## config.mk

```make
export PLATFORM = sky130hd
export DESIGN_NAME = osc_clock_reset_gen
export DESIGN_NICKNAME = d
export VERILOG_FILES = /design/src/rtl/osc_clock_reset_gen.sv
export SDC_FILE = /design/constraint.sdc
export NUM_CORES = 1
export LEC_CHECK = 0
export CORE_ASPECT_RATIO = 1.75
export CORE_UTILIZATION = 52
export DETAILED_ROUTE_END_ITERATION = 7
export PLACE_DENSITY_LB_ADDON = 0.1
export SLEW_MARGIN = 20
export SYNTH_ARGS = -nofsm -noshare
export SYNTH_HDL_FRONTEND = slang
export SYNTH_SLANG_ARGS = --single-unit
```

## constraint.sdc

```tcl
create_clock -name osc_clk -period 4.1 [get_ports osc_clk]
set_input_delay 0.82 -clock osc_clk [delete_from_list [all_inputs] [get_ports osc_clk]]
set_output_delay 0.82 -clock osc_clk [all_outputs]
set_load 0.005 [all_outputs]
```

## src/rtl/osc_clock_reset_gen.sv

```systemverilog
// ---------------------------------------------------------------------------
// osc_clock_reset_gen
//   Clock/reset front end of the printer controller. Everything runs from the
//   on-chip oscillator osc_clk. Two free-running up-counters give a slow
//   divided clock (clk, fan PWM) and a fast divided clock (clk_2, stepper
//   PWM). The clocks are taken straight from counter register bits, so they
//   are glitch-free. A reset-release synchroniser produces rst, an
//   active-high reset for downstream logic.
//
// Parameters
//   SLOW_DIV_BIT     counter bit driving clk   (period 2^(SLOW_DIV_BIT+1))
//   FAST_DIV_BIT     counter bit driving clk_2 (period 2^(FAST_DIV_BIT+1))
//   RST_SYNC_STAGES  reset-release synchroniser depth, must be >= 2
//
// Ports
//   osc_clk    in   oscillator clock, rising edge only
//   rstn       in   asynchronous active-low reset
//   clk        out  slow divided clock, 50% duty
//   clk_2      out  fast divided clock, 50% duty
//   rst        out  active-high reset, asserted at once, released in sync
//   tick_slow  out  one-cycle strobe on c_slow wrap (CLKGEN_TICK_EN only)
//   tick_fast  out  one-cycle strobe on c_fast wrap (CLKGEN_TICK_EN only)
//
// Build option
//   CLKGEN_TICK_EN  when defined, builds the registered wrap strobes.
//                   Otherwise the strobes are tied to 0.
// ---------------------------------------------------------------------------
module osc_clock_reset_gen #(
    parameter int SLOW_DIV_BIT    = 22,
    parameter int FAST_DIV_BIT    = 13,
    parameter int RST_SYNC_STAGES = 2
) (
    input  logic osc_clk,
    input  logic rstn,
    output logic clk,
    output logic clk_2,
    output logic rst,
    output logic tick_slow,
    output logic tick_fast
);

    localparam logic [SLOW_DIV_BIT:0] SLOW_ONE = 1;
    localparam logic [FAST_DIV_BIT:0] FAST_ONE = 1;

    logic [SLOW_DIV_BIT:0]    c_slow;
    logic [FAST_DIV_BIT:0]    c_fast;
    logic [RST_SYNC_STAGES-1:0] rst_sync;

    // A zero is shifted in after release. rst follows the last stage, so it
    // falls on the RST_SYNC_STAGES-th edge after rstn rises.
    always_ff @(posedge osc_clk or negedge rstn) begin
        if (!rstn) begin
            rst_sync <= '1;
        end else begin
            rst_sync <= {rst_sync[RST_SYNC_STAGES-2:0], 1'b0};
        end
    end

    assign rst = rst_sync[RST_SYNC_STAGES-1];

    // The counters do not wait for rst. They start on the first edge after
    // release, which keeps clock phase tied to rstn and not to the
    // synchroniser depth.
    always_ff @(posedge osc_clk or negedge rstn) begin
        if (!rstn) begin
            c_slow <= '0;
            c_fast <= '0;
        end else begin
            c_slow <= c_slow + SLOW_ONE;
            c_fast <= c_fast + FAST_ONE;
        end
    end

    assign clk   = c_slow[SLOW_DIV_BIT];
    assign clk_2 = c_fast[FAST_DIV_BIT];

`ifdef CLKGEN_TICK_EN
    logic tick_slow_q;
    logic tick_fast_q;
    logic rst_next;

    // Value rst takes on this edge. Gating with it keeps a strobe from
    // appearing in the same cycle in which rst is still high.
    assign rst_next = rst_sync[RST_SYNC_STAGES-2];

    // The strobe is high in the cycle in which the counter reads 0 after a wrap.
    always_ff @(posedge osc_clk or negedge rstn) begin
        if (!rstn) begin
            tick_slow_q <= 1'b0;
            tick_fast_q <= 1'b0;
        end else begin
            tick_slow_q <= ~rst_next & (&c_slow);
            tick_fast_q <= ~rst_next & (&c_fast);
        end
    end

    assign tick_slow = tick_slow_q;
    assign tick_fast = tick_fast_q;
`else
    assign tick_slow = 1'b0;
    assign tick_fast = 1'b0;
`endif

endmodule

```

==> summary.md, run 1 <==
| Metric | Value |
|---|---|
| Status | `complete, no violations` |
| First-pass GRT wire length | `4450 µm` |
| CTS resizes | `0` |
| Largest net degree at the start of global routing | `40` |
| Commonest non-fill, non-tap cell in the layout | `dfrtp_1` |
| Critical path's top delay family | `flip-flops` |
| Initial cell density of the core | `0.540` |
| Area of the multi-input gates | `669 µm²` |
| Commonest non-fill, non-tap cells in the layout | `dfrtp_1, xnor2_1, nand3_1, xor2_1` |
| Die width | `45.2 µm` |
| CTS H-Tree Depth | `2` |
| Core footprint | `3140 µm²` |
| Setup TNS | `0 ns` |
| GRT met3 Usage | `0.0488` |
| Met2 usage | `0.286` |
| Antenna Cells | `0` |
| Number of global-route vias before repair | `1037` |
| Register area | `978 µm²` |
| Overall Global Routing Usage | `0.175` |
| Endpoint, Worst Hold | `rst_sync[1]$_DFF_PN1_` |
| WP data required | `3.28 ns` |
| CTS root buf | `clkbuf_8` |
| DRC violations left | `0` |
| Netlist cell types | `24` |
| Total Nets Final | `147` |
| Routability cong. | `0.720` |
| Final ANT Viol Nets | `0` |
| CP Cell Sequence | `clkdlybuf4s50_1` |
| Asr flop ratio synth | `1.00` |
| Post-CTS Hold Fix Bufs | `0` |
| RSZ-0062 raised after global routing | `no` |
| Reg-to-reg startpoint | `c_slow[0]$_DFF_PN0_` |
| CTS Buf Count | `5` |
| Fill cells | `290` |
| Least-Margin Pin Slew | `0.836 ns` |
| Post-synth EDFFs | `0` |
| Drt first-iter violations | `4` |
| GR Overflow Total | `0` |
| Post-synthesis cell area | `1700 µm²` |
| Fin crit share | `0.513` |
| WP buf/inv | `1` |
| Met1 usage | `0.198` |
| Clk buf depth | `2` |
| Reg2Reg Capture Point | `c_slow[22]$_DFF_PN0_` |
| Synth warn | `0` |
| Die area | `3500 µm²` |
| Area grow syn2layout | `7.74%` |
| Hold Path Origin | `rst_sync[0]$_DFF_PN1_` |
| Clk slew on worst S/H paths | `0.06 ns` |
| DP HPWL | `1710 µm` |
| Startpoint Class | `flip-flop` |
| Vias/cell | `5.22` |
| Layer with the highest usage | `met2` |
| Count of final setup violators | `0` |
| Final hold violation count | `0` |
| Ys flop type | `dfrtp_1` |
| Worst Setup End Kind | `primary output` |
| FF+latch count, synth | `39` |
| Tmin final | `2.10 ns` |
| HP Class | `reg -> reg` |
| Wire per inst | `13.3 µm` |
| Slew Viols, Final | `0` |
| Synthesized instance count | `134` |
| Crit Path Max Fanout | `1` |
| Worst Setup SP | `rst_sync[1]$_DFF_PN1_` |
| Min Hold Slack | `0.356 ns` |
| Worst skew pair latency | `0.28 ns` |
| R2R setup slack | `2.38 ns` |
| IO Count | `7` |
| Setup ws final | `2.00 ns` |
| Syn_area_per_cell | `12.7 µm²` |
| I/O Buffers | `4` |
| Post-Route WL | `2470 µm` |
| Max-cap viol count | `0` |
| Pwr dens | `340 nW/µm²` |
| Crit path largest cell delay | `0.52 ns` |
| Post-Route Utilization | `0.582` |
| Clk_skew | `0.00362 ns` |
| Max_slew headroom | `0.443` |
| Via count | `966` |
| Worst hold stages | `0` |
| Clock sinks | `39` |
| Setup bufs post-CTS | `0` |
| FMAX | `476 MHz` |
| Die Y | `77.6 µm` |
| Rows | `27` |
| Initial antenna violation count | `0` |
| Drt pass-1 iters | `3` |
| TritonCTS clock tree | `yes` |
| LEAKAGE | `0.913 nW` |
| Slowest CP cell | `dfstp_2` |
| Crit Path Category | `reg -> out` |
| Worst Path Arrival | `1.28 ns` |
| Sequential fraction of the synthesis area | `0.577` |
| Reg2Reg Depth | `5` |
| Setup WS pre-CTS | `2.29 ns` |
| Worst vdd ir | `0.000290 V` |
| Share of cells above drive strength 1 | `0.120` |
-- area by class of cell --
cell class | count | share of cell area
repair buffers | 4 | 0.0192
well taps | 43 | 0.0294
multi-input cells | 88 | 0.366
flip-flops and latches | 39 | 0.535
inverters | 5 | 0.0103
clock buffers | 6 | 0.0397
-- synth_stat cells, types with 5 or more instances --
cell type | number | share of area
nand2_1 | 8 | 0.018
and3_1 | 5 | 0.018
xnor2_1 | 19 | 0.098
xor2_1 | 14 | 0.072
nor2_1 | 8 | 0.018
inv_1 | 5 | 0.011
dfrtp_1 | 37 | 0.55
nand3_1 | 14 | 0.041
-- registers in the layout, summed over array words and instances, names as in the netlist --
name,cells
c_fast,14
c_slow,23
rst_sync,2
-- per-layer routing --
layer,share of wire,vias up
met3,0.024,9
met2,0.54,9
met5,0,-
met1,0.41,494
li1,-,454
met4,0.031,0
-- cell families after synthesis --
group	after synthesis	share of synthesized area
xor gates and xnor gates	33	0.170
adders and majority gates	2	0.0147
buffers and inverters	9	0.0332
DFF	39	0.577
other	1	0.00221
and+or+nand+nor	50	0.203
-- power breakdown --
group	total [W]	switching [W]	leakage, nW	internal, W
clock network	0.000227	0.000113	0.0371	0.000113
logic	0.00000892	0.00000774	0.366	0.00000117
registers	0.000387	0.000000249	0.509	0.000387
-- worst max-delay path by stage --
| stage | end | slack [ns] | depth (start not counted) |
|---|---|---|---|
| finish | rst | 2.00 | 1 |
| global route | rst | 1.96 | 1 |
| CTS | rst | 1.98 | 1 |
| detailed placement | rst | 2.29 | 1 |
| global placement | rst | 2.30 | 1 |
| floorplan | c_slow[22]$_DFF_PN0_ | 2.58 | 6 |
-- stage by stage --
step                      instance area, µm²  instances  total power, W
after floorplan                         1700        136        0.000396
after global placement                  1760        179        0.000403
after detailed placement                1760        179        0.000403
after CTS                               1830        185        0.000637
after global routing                    1830        185        0.000653
final                                   1830        185        0.000622
No activity file was read; power rests on OpenSTA's default activity.
==> inputs of run 2 (changes only) <==
==> constraint.sdc (replaced) <==
create_clock -name osc_clk -period 1.9 [get_ports osc_clk]
set_input_delay 0.38 -clock osc_clk [delete_from_list [all_inputs] [get_ports osc_clk]]
set_output_delay 0.38 -clock osc_clk [all_outputs]
set_load 0.005 [all_outputs]
==> run 2 against run 1 <==
Effect of this change: via count is 3.6% lower; critical endpoint is now c_slow[22]$_DFF_PN0_; register-to-register slack worse by 2.1 ns; final area is 3.0% higher.
==> summary.md, run 2 (synthesized netlist as in run 1, its figures left out) <==
| Metric | Value |
|---|---|
| Largest net degree at the start of global routing | `24 (was 40)` |
| First-pass GRT wire length | `4430 µm (was 4450 µm)` |
| GR Overflow Total | `0 (unchanged)` |
| Worst skew pair latency | `0.28 ns (about the same)` |
| CP Cell Sequence | `ha_1 > nand3_1 > or2_1 > nor4_4 > xor2_1 (was clkdlybuf4s50_1)` |
| Final ANT Viol Nets | `0 (unchanged)` |
| Share of cells above drive strength 1 | `0.144 (was 0.120)` |
| Area after DPL | `1780 µm² (was 1760 µm²)` |
| Routability cong. | `0.748 (was 0.720)` |
| Fin crit share | `0.873` |
| Post-Route WL | `2430 µm (was 2470 µm)` |
| DP HPWL | `1780 µm (was 1710 µm)` |
| Count of final setup violators | `0 (unchanged)` |
| DRC violations left | `0 (unchanged)` |
| Top reg by flops | `c_slow (unchanged)` |
| Slowest CP cell | `dfrtp_1 (was dfstp_2)` |
| Die width | `45.2 µm (unchanged)` |
| Max-cap viol count | `0 (unchanged)` |
| Tmin final | `1.66 ns` |
| Fill cells | `267 (was 290)` |
| Clock sinks | `39 (unchanged)` |
| I/O Buffers | `4 (unchanged)` |
| Number of global-route vias before repair | `988 (was 1037)` |
| Crit Path Category | `reg -> reg (was reg -> out)` |
| Initial antenna violation count | `0 (unchanged)` |
| Crit path largest cell delay | `0.40 ns (was 0.52 ns)` |
| WP data required | `2.11 ns (was 3.28 ns)` |
| Core footprint | `3140 µm² (unchanged)` |
| CTS H-Tree Depth | `2 (unchanged)` |
| Total Nets Final | `149 (was 147)` |
| RSZ-0062 raised after global routing | `no (unchanged)` |
| Pwr dens | `771 nW/µm² (was 340 nW/µm²)` |
| Worst vdd ir | `0.000600 V (was 0.000290 V)` |
| CTS Buf Count | `5 (unchanged)` |
| Post-CTS Hold Fix Bufs | `0 (unchanged)` |
| Rows | `27 (unchanged)` |
| Antenna Cells | `0 (unchanged)` |
| Area grow syn2layout | `11.0% (was 7.74%)` |
| Worst Path Arrival | `1.87 ns (was 1.28 ns)` |
| Setup bufs post-CTS | `0 (unchanged)` |
| Final hold violation count | `0 (unchanged)` |
| Slew Viols, Final | `0 (unchanged)` |
| Startpoint Class | `flip-flop (unchanged)` |
| Commonest non-fill, non-tap cells in the layout | `dfrtp_1, xnor2_1, nand3_1, xor2_1 (unchanged)` |
| Worst Setup End Kind | `flip-flop (was primary output)` |
| Design Area, Final | `1880 µm² (was 1830 µm²)` |
| Commonest non-fill, non-tap cell in the layout | `dfrtp_1 (unchanged)` |
| Clk buf depth | `2 (unchanged)` |
| Max reg flops | `23 (unchanged)` |
| Via count | `931 (was 966)` |
| Wire per inst | `12.8 µm (was 13.3 µm)` |
| Overall Global Routing Usage | `0.178 (was 0.175)` |
| Crit Path Max Fanout | `8 (was 1)` |
| HP Class | `in -> async (was reg -> reg)` |
| FMAX | `603 MHz` |
| Drt first-iter violations | `13 (was 4)` |
| Tot Pwr | `0.00145 W (was 0.000622 W)` |
| IO Count | `7 (unchanged)` |
| Regs by FF count | `c_slow (23), c_fast (14), rst_sync (2) (unchanged)` |
| CTS resizes | `0 (unchanged)` |
| LEAKAGE | `0.941 nW (was 0.913 nW)` |
| Die area | `3500 µm² (unchanged)` |
| Vias/cell | `4.93 (was 5.22)` |
| Setup TNS | `0 ns (unchanged)` |
| CTS root buf | `clkbuf_8 (unchanged)` |
| Initial cell density of the core | `0.540 (unchanged)` |
| Die Y | `77.6 µm (unchanged)` |
| Clk slew on worst S/H paths | `0.07 ns (was 0.06 ns)` |
| TritonCTS clock tree | `yes (unchanged)` |
| Clk_skew | `0.00664 ns (was 0.00362 ns)` |
| Drt pass-1 iters | `4 (was 3)` |
| Post-Route Utilization | `0.599 (was 0.582)` |
| Status | `complete, no violations (unchanged)` |
[run 2: area by class of cell]
cell class                 count  area, µm²  area share
clock buffer                   8        100      0.0532
inverter                       5       18.8     0.00997
multi-input combinational     88        669       0.355
sequential                    39        978       0.520
tap                           43       53.8      0.0286
timing repair buffer           6       62.6      0.0332
[run 2: report_power, final]
part | internal, W | switching, W | leakage (nW)
registers | 0.000834 | 0.000000486 | 0.509
logic | 0.00000660 | 0.0000176 | 0.380
clock network | 0.000331 | 0.000262 | 0.0515
total | 0.00117 | 0.000280 | 0.941
[run 2: worst max-delay path: cells and delay by family, from the launching register on]
kind	cells	cell delay, ns
adder cells (fa/ha/maj)	1	0.20
AND/OR/NAND/NOR	3	0.82
flip-flops	1	0.40
XOR/XNOR	1	0.16
[run 2: metal layers]
| metal | global-route usage | share of wire | up-vias |
|---|---|---|---|
| met5 | 0 | 0 | - |
| met4 | 0.0909 | 0.023 | 0 |
| met3 | 0.0488 | 0.024 | 6 |
| met2 | 0.287 | 0.54 | 7 |
| met1 | 0.207 | 0.41 | 457 |
| li1 | - | - | 461 |
[run 2: final timing paths]
kind / slack (ns) / cells past startpoint / from / end
max: 0.24 / 5 / c_slow[0]$_DFF_PN0_ / c_slow[22]$_DFF_PN0_
min: 0.01 / 1 / rstn / c_slow[7]$_DFF_PN0_
max reg2reg: 0.24 / 5 / c_slow[0]$_DFF_PN0_ / c_slow[22]$_DFF_PN0_
min reg2reg: 0.36 / 0 / rst_sync[0]$_DFF_PN1_ / rst_sync[1]$_DFF_PN1_
max in group asynchronous: 1.44 / 2 / rstn / c_slow[9]$_DFF_PN0_
min in group osc_clk: 0.36 / 0 / rst_sync[0]$_DFF_PN1_ / rst_sync[1]$_DFF_PN1_
[run 2: stage by stage]
stage,cells,setup WS (ns),hold WS (ns)
after floorplan,136,0.385,0.0844
after global placement,181,0.312,0.322
after detailed placement,181,0.229,0.327
after CTS,189,0.212,0.0175
after global routing,189,0.115,0.0435
final,189,0.241,0.0114
